$ cat src/rtl/mmac_pkg.sv
// Shared sizing for the matrix multiply-accumulate datapath.
package mmac_pkg;
  parameter int unsigned DATA_WIDTH = 32;
  parameter int unsigned VAR_WIDTH  = 8;
endpackage

$ cat src/rtl/mmac_sequencer.sv
// Job-level controller: feeds operand pairs to the multiply unit, waits for the product to
// settle, accumulates lane-wise and presents the accumulated matrix on a valid/ready port.
module mmac_sequencer #(
  parameter int unsigned DATA_WIDTH = mmac_pkg::DATA_WIDTH,
  parameter int unsigned VAR_WIDTH  = mmac_pkg::VAR_WIDTH,
  parameter int unsigned MUL_LAT    = 1,
  parameter int unsigned CNT_WIDTH  = 8
) (
  input  logic                  clock,
  input  logic                  reset,
  input  logic                  abort,
  input  logic                  start_valid,
  output logic                  start_ready,
  input  logic [CNT_WIDTH-1:0]  start_count,
  input  logic                  op_valid,
  output logic                  op_ready,
  input  logic [DATA_WIDTH-1:0] op_a,
  input  logic [DATA_WIDTH-1:0] op_b,
  output logic [DATA_WIDTH-1:0] mul_a,
  output logic [DATA_WIDTH-1:0] mul_b,
  input  logic [DATA_WIDTH-1:0] mul_result,
  output logic                  out_valid,
  input  logic                  out_ready,
  output logic [DATA_WIDTH-1:0] out_data,
  output logic                  busy,
  output logic [CNT_WIDTH-1:0]  remaining
);

  localparam int unsigned Lanes = DATA_WIDTH / VAR_WIDTH;
  localparam int unsigned WaitW = (MUL_LAT > 1) ? $clog2(MUL_LAT) : 1;
  localparam logic [WaitW-1:0] WaitInit = WaitW'(MUL_LAT - 1);

  typedef enum logic [2:0] {StIdle, StLoad, StWait, StAcc, StDone} state_e;

  state_e                state_q, state_d;
  logic [DATA_WIDTH-1:0] acc_q, acc_d, acc_sum;
  logic [CNT_WIDTH-1:0]  remaining_q, remaining_d;
  logic [DATA_WIDTH-1:0] mul_a_q, mul_a_d, mul_b_q, mul_b_d;
  logic [WaitW-1:0]      wait_q, wait_d;

  // Per-lane modulo add; lanes never carry into each other.
  always_comb begin
    acc_sum = '0;
    for (int l = 0; l < Lanes; l++) begin
      acc_sum[l*VAR_WIDTH +: VAR_WIDTH] = acc_q[l*VAR_WIDTH +: VAR_WIDTH]
                                        + mul_result[l*VAR_WIDTH +: VAR_WIDTH];
    end
  end

  always_comb begin
    state_d     = state_q;
    acc_d       = acc_q;
    remaining_d = remaining_q;
    mul_a_d     = mul_a_q;
    mul_b_d     = mul_b_q;
    wait_d      = wait_q;
    start_ready = 1'b0;
    op_ready    = 1'b0;
    out_valid   = 1'b0;

    unique case (state_q)
      StIdle: begin
        start_ready = 1'b1;
        if (start_valid) begin
          acc_d       = '0;
          remaining_d = start_count;
          state_d     = (start_count == '0) ? StDone : StLoad;
        end
      end
      StLoad: begin
        op_ready = 1'b1;
        if (op_valid) begin
          mul_a_d = op_a;
          mul_b_d = op_b;
          wait_d  = WaitInit;
          state_d = StWait;
        end
      end
      StWait: begin
        if (wait_q == '0) begin
          state_d = StAcc;
        end else begin
          wait_d = wait_q - 1'b1;
        end
      end
      StAcc: begin
        acc_d       = acc_sum;
        remaining_d = remaining_q - 1'b1;
        state_d     = (remaining_d == '0) ? StDone : StLoad;
      end
      StDone: begin
        out_valid = 1'b1;
        if (out_ready) state_d = StIdle;
      end
      default: state_d = StIdle;
    endcase

    // A handshake in the abort cycle is consumed but leaves no trace.
    if (abort) begin
      state_d     = StIdle;
      acc_d       = '0;
      remaining_d = '0;
      mul_a_d     = mul_a_q;
      mul_b_d     = mul_b_q;
    end
  end

  always_ff @(posedge clock) begin
    if (!reset) begin
      state_q     <= StIdle;
      acc_q       <= '0;
      remaining_q <= '0;
      mul_a_q     <= '0;
      mul_b_q     <= '0;
      wait_q      <= '0;
    end else begin
      state_q     <= state_d;
      acc_q       <= acc_d;
      remaining_q <= remaining_d;
      mul_a_q     <= mul_a_d;
      mul_b_q     <= mul_b_d;
      wait_q      <= wait_d;
    end
  end

  assign mul_a     = mul_a_q;
  assign mul_b     = mul_b_q;
  assign out_data  = acc_q;
  assign remaining = remaining_q;
  assign busy      = (state_q != StIdle);

endmodule

$ cat config.mk
export PLATFORM = sky130hd
export DESIGN_NAME = mmac_sequencer
export DESIGN_NICKNAME = d
export VERILOG_FILES = /design/src/rtl/mmac_pkg.sv /design/src/rtl/mmac_sequencer.sv
export SDC_FILE = /design/constraint.sdc
export NUM_CORES = 1
export LEC_CHECK = 0
export BUFFER_PORTS_ARGS = -buffer_cell sky130_fd_sc_hd__buf_2
export CAP_MARGIN = 10
export CORE_AREA = 2 2 112 136
export DETAILED_ROUTE_END_ITERATION = 10
export DIE_AREA = 0 0 114 138
export SETUP_SLACK_MARGIN = 0.2
export SLEW_MARGIN = 20
export SYNTH_ARGS = -nofsm -noshare
export SYNTH_HDL_FRONTEND = slang
export SYNTH_SLANG_ARGS = --single-unit
export TNS_END_PERCENT = 5
$ cat constraint.sdc
create_clock -name clock -period 2.7 [get_ports clock]
set_clock_uncertainty 0.2 [all_clocks]
set_input_delay 0.54 -clock clock [delete_from_list [all_inputs] [get_ports clock]]
set_output_delay 0.54 -clock clock [all_outputs]
set_load 0.05 [all_outputs]
==> qor.yml, run 1 <==
timing:
  tightest_slew_ps: 752
  fmax_mhz: 435
  final-hold-violation-count: 0
  slew_headroom: 0.496
  fin_setup_tns_ps: 0
  period_share: 0.850
  fin_crit_ps: 2300
  setup_viol: 0
  maxSlewViolCount: 0
  rsz0062_at_grt: "no"
power:
  power_density_mw_per_mm2: 476
  leakage_nw: 3.24
  p_total_mw: 3.31
  ir_drop_mv: 0.258
setup_path:
  required_ps: 1960
  startpoint_type: "register"
  timing.rr.end: "state_q[2]"
  r2r_start: "remaining[0]"
  critical_path_class: "register to output pin"
  crit_path_end_kind: "output pin"
  reg2reg_slack_ps: 450
  crit_chain: "nor3_2, buf_2"
  r2r_cells: 7
  slowest_delay_ps: 490
  cp_max_fo: 16
  cp_slowest_cell: "dfxtp_1"
  cp.arrival_ps: 1560
floorplan:
  num_rows: 49
  fp.dieW_um: 114
  dieArea_mm2: 0.0157
  io-pin-count: 218
  coreArea_mm2: 0.0146
  start_util: 0.371
  die_h_um: 138
hold_path:
  holdPathStages: 3
  min-delay-start: "op_a[14]"
  holdPathEnd: "mul_a[14]"
  hold_class: "input port to register"
outcome:
  outcome: "finished, final reports clean"
layout:
  layout-drive-gt1-share: 0.301
  syn_to_final_growth_pct: 28.6
  layout_common_cells: "217 x buf_2, 151 x nand2_1, 106 x dfxtp_1"
  final_common_cell: "buf_2"
  fin_nets: 994
  antenna_cells: 0
cts:
  cts.clk_slew.worst_paths_ps: 80
  clk_latency_ps: 350
  cts-buffers-inserted: 9
  ctsLongestPathBuffers: 2
  root_buffer: "clkbuf_16"
  tritoncts: "built"
  cts_hold_buf: 0
  cts.sinks: 107
  cts_max_level: 3
route:
  drc: 0
  via_per_inst: 5.16
  vias: 5331
  wire_per_inst_um: 14.6
  drt-total-wl_um: 15100
  drtAntennaViolNets: 0
  drt_first_pass_iters: 6
  drt_iter0_drc: 264
synthesis:
  yosysUniqueCellTypes: 55
  ys_seq_area_frac: 0.396
  synth.top_cell.area_share: 0.396
  synth-async-reset-ratio: 0
  synthFlopType: "dfxtp_1"
  synthesis.nets: 792
  netlist_instances: 648
  ys_ff_latch: 107
  synthTopCellsByArea: "dfxtp_1 40%, nand2_1 10%, ha_1 6.9%"
  synth_warnings: 0
  syn-cell-area_mm2: 0.00541
  synth_area_leader_cell: "dfxtp_1"
  synth_edf_count: 0
  syn_avg_cell_area_um2: 8.35
global_routing:
  grt_overflow: 0
  grt_pass1_wl_um: 24500
  use_met2: 0.314
  grt_max_degree: 65
  grt_usage: 0.190
  top_usage_layer: "met2"
  grt_use_met1: 0.233
  grt_pass1_vias: 5080
  use_met3: 0.0605
  antenna_found_initial: 0
placement:
  gp_congestion: 0.846
  portBuffers: 217
  dp_hpwl_um: 10900
job:
  cap_viol_max_count: 0
state kept, by name (all words and copies together), names as in the netlist:
register / cells
mul_a: 32
mul_b: 32
out_data: 32
remaining: 8
state_q: 3
kinds of logic after synthesis:
logic type / after synthesis / share of synthesized area
simple gates: 277 / 0.237
compound gates: 171 / 0.221
flops: 107 / 0.396
buf+inv: 41 / 0.0314
mux: 5 / 0.00948
fa+ha+maj: 34 / 0.0841
xor+xnor: 13 / 0.0210
metrics by stage:
step,cells,worst slack (ps),area [um^2],hold WS [ps],utilization
2_1_floorplan,648,202,5410,418,-
3_3_place_gp,1017,216,6660,239,0.457
3_5_place_dp,1017,228,6660,242,0.457
4_1_cts,1033,313,6960,189,0.477
5_1_grt,1033,278,6960,198,0.477
6_report,1033,404,6960,205,0.477
worst max-delay path by stage:
| stage | from | end | slack (ps) | cells after the start |
|---|---|---|---|---|
| floorplan | state_q[0] | op_ready | 200 | 2 |
| global placement | mul_result[17] | out_data[23] | 220 | 7 |
| detailed placement | mul_result[17] | out_data[23] | 230 | 7 |
| CTS | state_q[2] | out_valid | 310 | 3 |
| global route | state_q[0] | op_ready | 280 | 3 |
| finish | state_q[1] | start_ready | 400 | 2 |
cell usage after synthesis, types with 12 or more instances:
cell type / count
nor2_1: 38
o21ai_0: 19
a21boi_1: 19
clkbuf_1: 25
nor3b_1: 12
nor3_1: 20
nand3_1: 13
nand2_1: 151
ha_1: 30
a21oi_1: 23
a21o_1: 13
a21boi_0: 45
a22oi_1: 12
dfxtp_1: 107
report_power, final:
part	internal [mW]	switching (mW)
sequential	1.60	0.0161
clock	0.653	0.661
combinational	0.151	0.236
total	2.40	0.913
cell type report:
type | instances | area [um^2]
Fill cell | 1527 | 7630
Clock buffer | 9 | 225
Tap cell | 178 | 223
Clock inverter | 7 | 71.3
Multi-Input combinational cell | 500 | 3100
Sequential cell | 107 | 2140
Timing Repair Buffer | 228 | 1180
Inverter | 4 | 15.0
critical path, delay by kind of cell (launching register included):
kind,cells,cell delay [ps]
buffers and inverters,1,330
and+or+nand+nor,1,390
DFF,1,490
per-layer routing:
layer  part of all wire  up-vias
met5                  0        -
met4              0.016        0
met3              0.078       17
met2               0.46      166
met1               0.45     2439
li1                   -     2709
what timing repair did:
action	4_1_cts	5_1_grt
gates resized for setup	0	1
buffers inserted	0	0
hold endpoints to repair	0	0
setup endpoints to repair	0	1
Power figures use the tool's default switching activity.
==> run 2: changes to the inputs <==
--- a/config.mk
+++ b/config.mk
@@ -8,7 +8,8 @@
 export BUFFER_PORTS_ARGS = -buffer_cell sky130_fd_sc_hd__buf_2
 export CAP_MARGIN = 10
-export CORE_AREA = 2 2 112 136
+export CORE_AREA = 2 2 110 123
 export DETAILED_ROUTE_END_ITERATION = 10
-export DIE_AREA = 0 0 114 138
+export DIE_AREA = 0 0 112 125
+export PLACE_DENSITY = 0.72
 export SETUP_SLACK_MARGIN = 0.2
 export SLEW_MARGIN = 20
--- a/constraint.sdc
+++ b/constraint.sdc
@@ -3,3 +3,3 @@
 set_input_delay 0.54 -clock clock [delete_from_list [all_inputs] [get_ports clock]]
 set_output_delay 0.54 -clock clock [all_outputs]
-set_load 0.05 [all_outputs]
+set_load 0.01 [all_outputs]
==> run 2 against run 1 <==
Clock power hardly changed; final cell count down 1.5%; sequential power hardly changed; global-route usage increased by 1.3 points; critical path depth grew 1; wire length fell by 3.0%; combinational power is 17% lower; fmax down 0.12%; total power shrank 2.0%; highest routed layer unchanged; clock-buffer cell count is the same.
==> qor.yml, run 2 (synthesis gave the netlist of run 1 again) <==
timing:
  final-hold-violation-count: 0  # unchanged
  fin_crit_ps: 2300  # +2.87 ps
  maxSlewViolCount: 0  # unchanged
  period_share: 0.852  # +0.00106
  setup_viol: 0  # unchanged
  slew_headroom: 0.523  # +0.0261
  tightest_slew_ps: 714  # -39.0 ps
  rsz0062_at_grt: "no"
  fmax_mhz: 435  # -0.12%
  fin_setup_tns_ps: 0  # unchanged
  fin_ws_ps: 401  # -2.87 ps
setup_path:
  slowest_delay_ps: 650  # +160 ps
  r2r_cells: 7  # unchanged
  cp_max_fo: 13  # -3
  cp.arrival_ps: 1560  # about the same
  cp_slowest_cell: "dfxtp_1"
  reg2reg_slack_ps: 460  # about the same
  crit_path_end_kind: "output pin"
  timing.rr.end: "state_q[0]"
  crit_buf_inv: 2  # +1
  crit_chain: "inv_1, nor3_1, buf_2"
  required_ps: 1960  # about the same
  startpoint_type: "register"
  crit_family: "flip-flops"
  critical_path_class: "register to output pin"
  r2r_start: "remaining[0]"
hold_path:
  holdPathStages: 3  # unchanged
  hold_class: "input port to register"
  holdPathEnd: "mul_a[5]"
  min-delay-start: "op_a[5]"
placement:
  dp.cells: 1001  # -1.6%
  gp_congestion: 0.868  # +2.6%
  portBuffers: 217  # unchanged
  dp_hpwl_um: 10600  # -3.4%
  post-place-ws_ps: 255  # +26.9 ps
floorplan:
  fp.dieW_um: 112  # -1.8%
  coreArea_mm2: 0.0129  # -12%
  dieArea_mm2: 0.0140  # -11%
  io-pin-count: 218  # unchanged
  start_util: 0.420  # +0.0492
  die_h_um: 125  # -9.4%
  num_rows: 44  # -10%
layout:
  antenna_cells: 0  # unchanged
  layout-drive-gt1-share: 0.300  # -0.000351
  layout_common_cells: "217 x buf_2, 151 x nand2_1, 107 x dfxtp_1"
  fin_cells: 1017  # -1.5%
  final_common_cell: "buf_2"
  multi_input_area_mm2: 0.00310  # unchanged
  final_util: 0.539  # +0.0621
  fin_nets: 995  # +0.10%
  fill_cells: 1273  # -17%
  seq_area_mm2: 0.00214  # about the same
  syn_to_final_growth_pct: 28.3
job:
  cap_viol_max_count: 0  # unchanged
cts:
  cts_hold_buf: 0  # unchanged
  cts.clk_slew.worst_paths_ps: 80  # about the same
  cts.sinks: 107  # unchanged
  cts_max_level: 3  # unchanged
  ctsLongestPathBuffers: 2  # unchanged
  clk_latency_ps: 350  # about the same
  cts-buffers-inserted: 9  # unchanged
  tritoncts: "built"
  cts_setup_buffers: 0  # unchanged
  post_cts_resized: 0  # unchanged
  root_buffer: "clkbuf_16"
route:
  drt_first_pass_iters: 5  # -1
  wire_per_inst_um: 14.4  # -1.5%
  vias: 5336  # +0.094%
  drtAntennaViolNets: 0  # unchanged
  via_per_inst: 5.25  # +1.7%
  drt_iter0_drc: 384  # +45%
  drt-total-wl_um: 14600  # -3.0%
  drc: 0  # unchanged
global_routing:
  grt_pass1_wl_um: 23600  # -3.7%
  grt_overflow: 0  # unchanged
  grt_pass1_vias: 4954  # -2.5%
  grt_max_degree: 65  # unchanged
  antenna_found_initial: 0  # unchanged
  grt_usage: 0.203  # +0.0133
outcome:
  outcome: "finished, final reports clean"
power:
  ir_drop_mv: 0.306  # +18%
  leakage_nw: 3.25  # +0.16%
  p_total_mw: 3.25  # -2.0%
  power_density_mw_per_mm2: 468  # -1.7%
[run 2: cell count changes in the layout (fill, tap and decap cells not counted), sizes merged]
cell / before / now
buf: 228 / 229
inv: 7 / 8
clkinv: 4 / 3
[run 2: layout make-up]
cell class                      count  area share
Multi-Input combinational cell    500       0.447
Sequential cell                   107       0.308
Timing Repair Buffer              229       0.171
Clock buffer                        9      0.0324
Tap cell                          161      0.0290
Clock inverter                      7      0.0103
Inverter                            4     0.00216
[run 2: worst max path at each step]
| stage | start | to | cells past startpoint |
|---|---|---|---|
| after CTS | state_q[2] | out_valid | 3 |
| after global routing | state_q[2] | out_valid | 3 |
| after global placement | mul_result[17] | out_data[23] | 7 |
| after floorplan | mul_result[8] | out_data[14] | 7 |
| final | state_q[2] | out_valid | 3 |
| after detailed placement | mul_result[17] | out_data[23] | 7 |
[run 2: per-layer routing]
layer	track usage	wire length [um]
met5	0	0
met4	0.0789	312
met3	0.0567	1290
met2	0.334	6650
met1	0.253	6380
[run 2: worst min-delay path: stages]
cell,delay [ps]
buf_2,90
nand2_1,40
a21boi_1,50
[run 2: through the flow]
step,hold slack [ps],area (um^2)
floorplan,279,5410
global placement,237,6650
detailed placement,242,6650
CTS,198,6950
global route,218,6950
finish,209,6950
[run 2: power breakdown]
group          internal, mW  switching [mW]
registers              1.60          0.0160
clock network         0.655           0.661
logic                 0.151           0.170
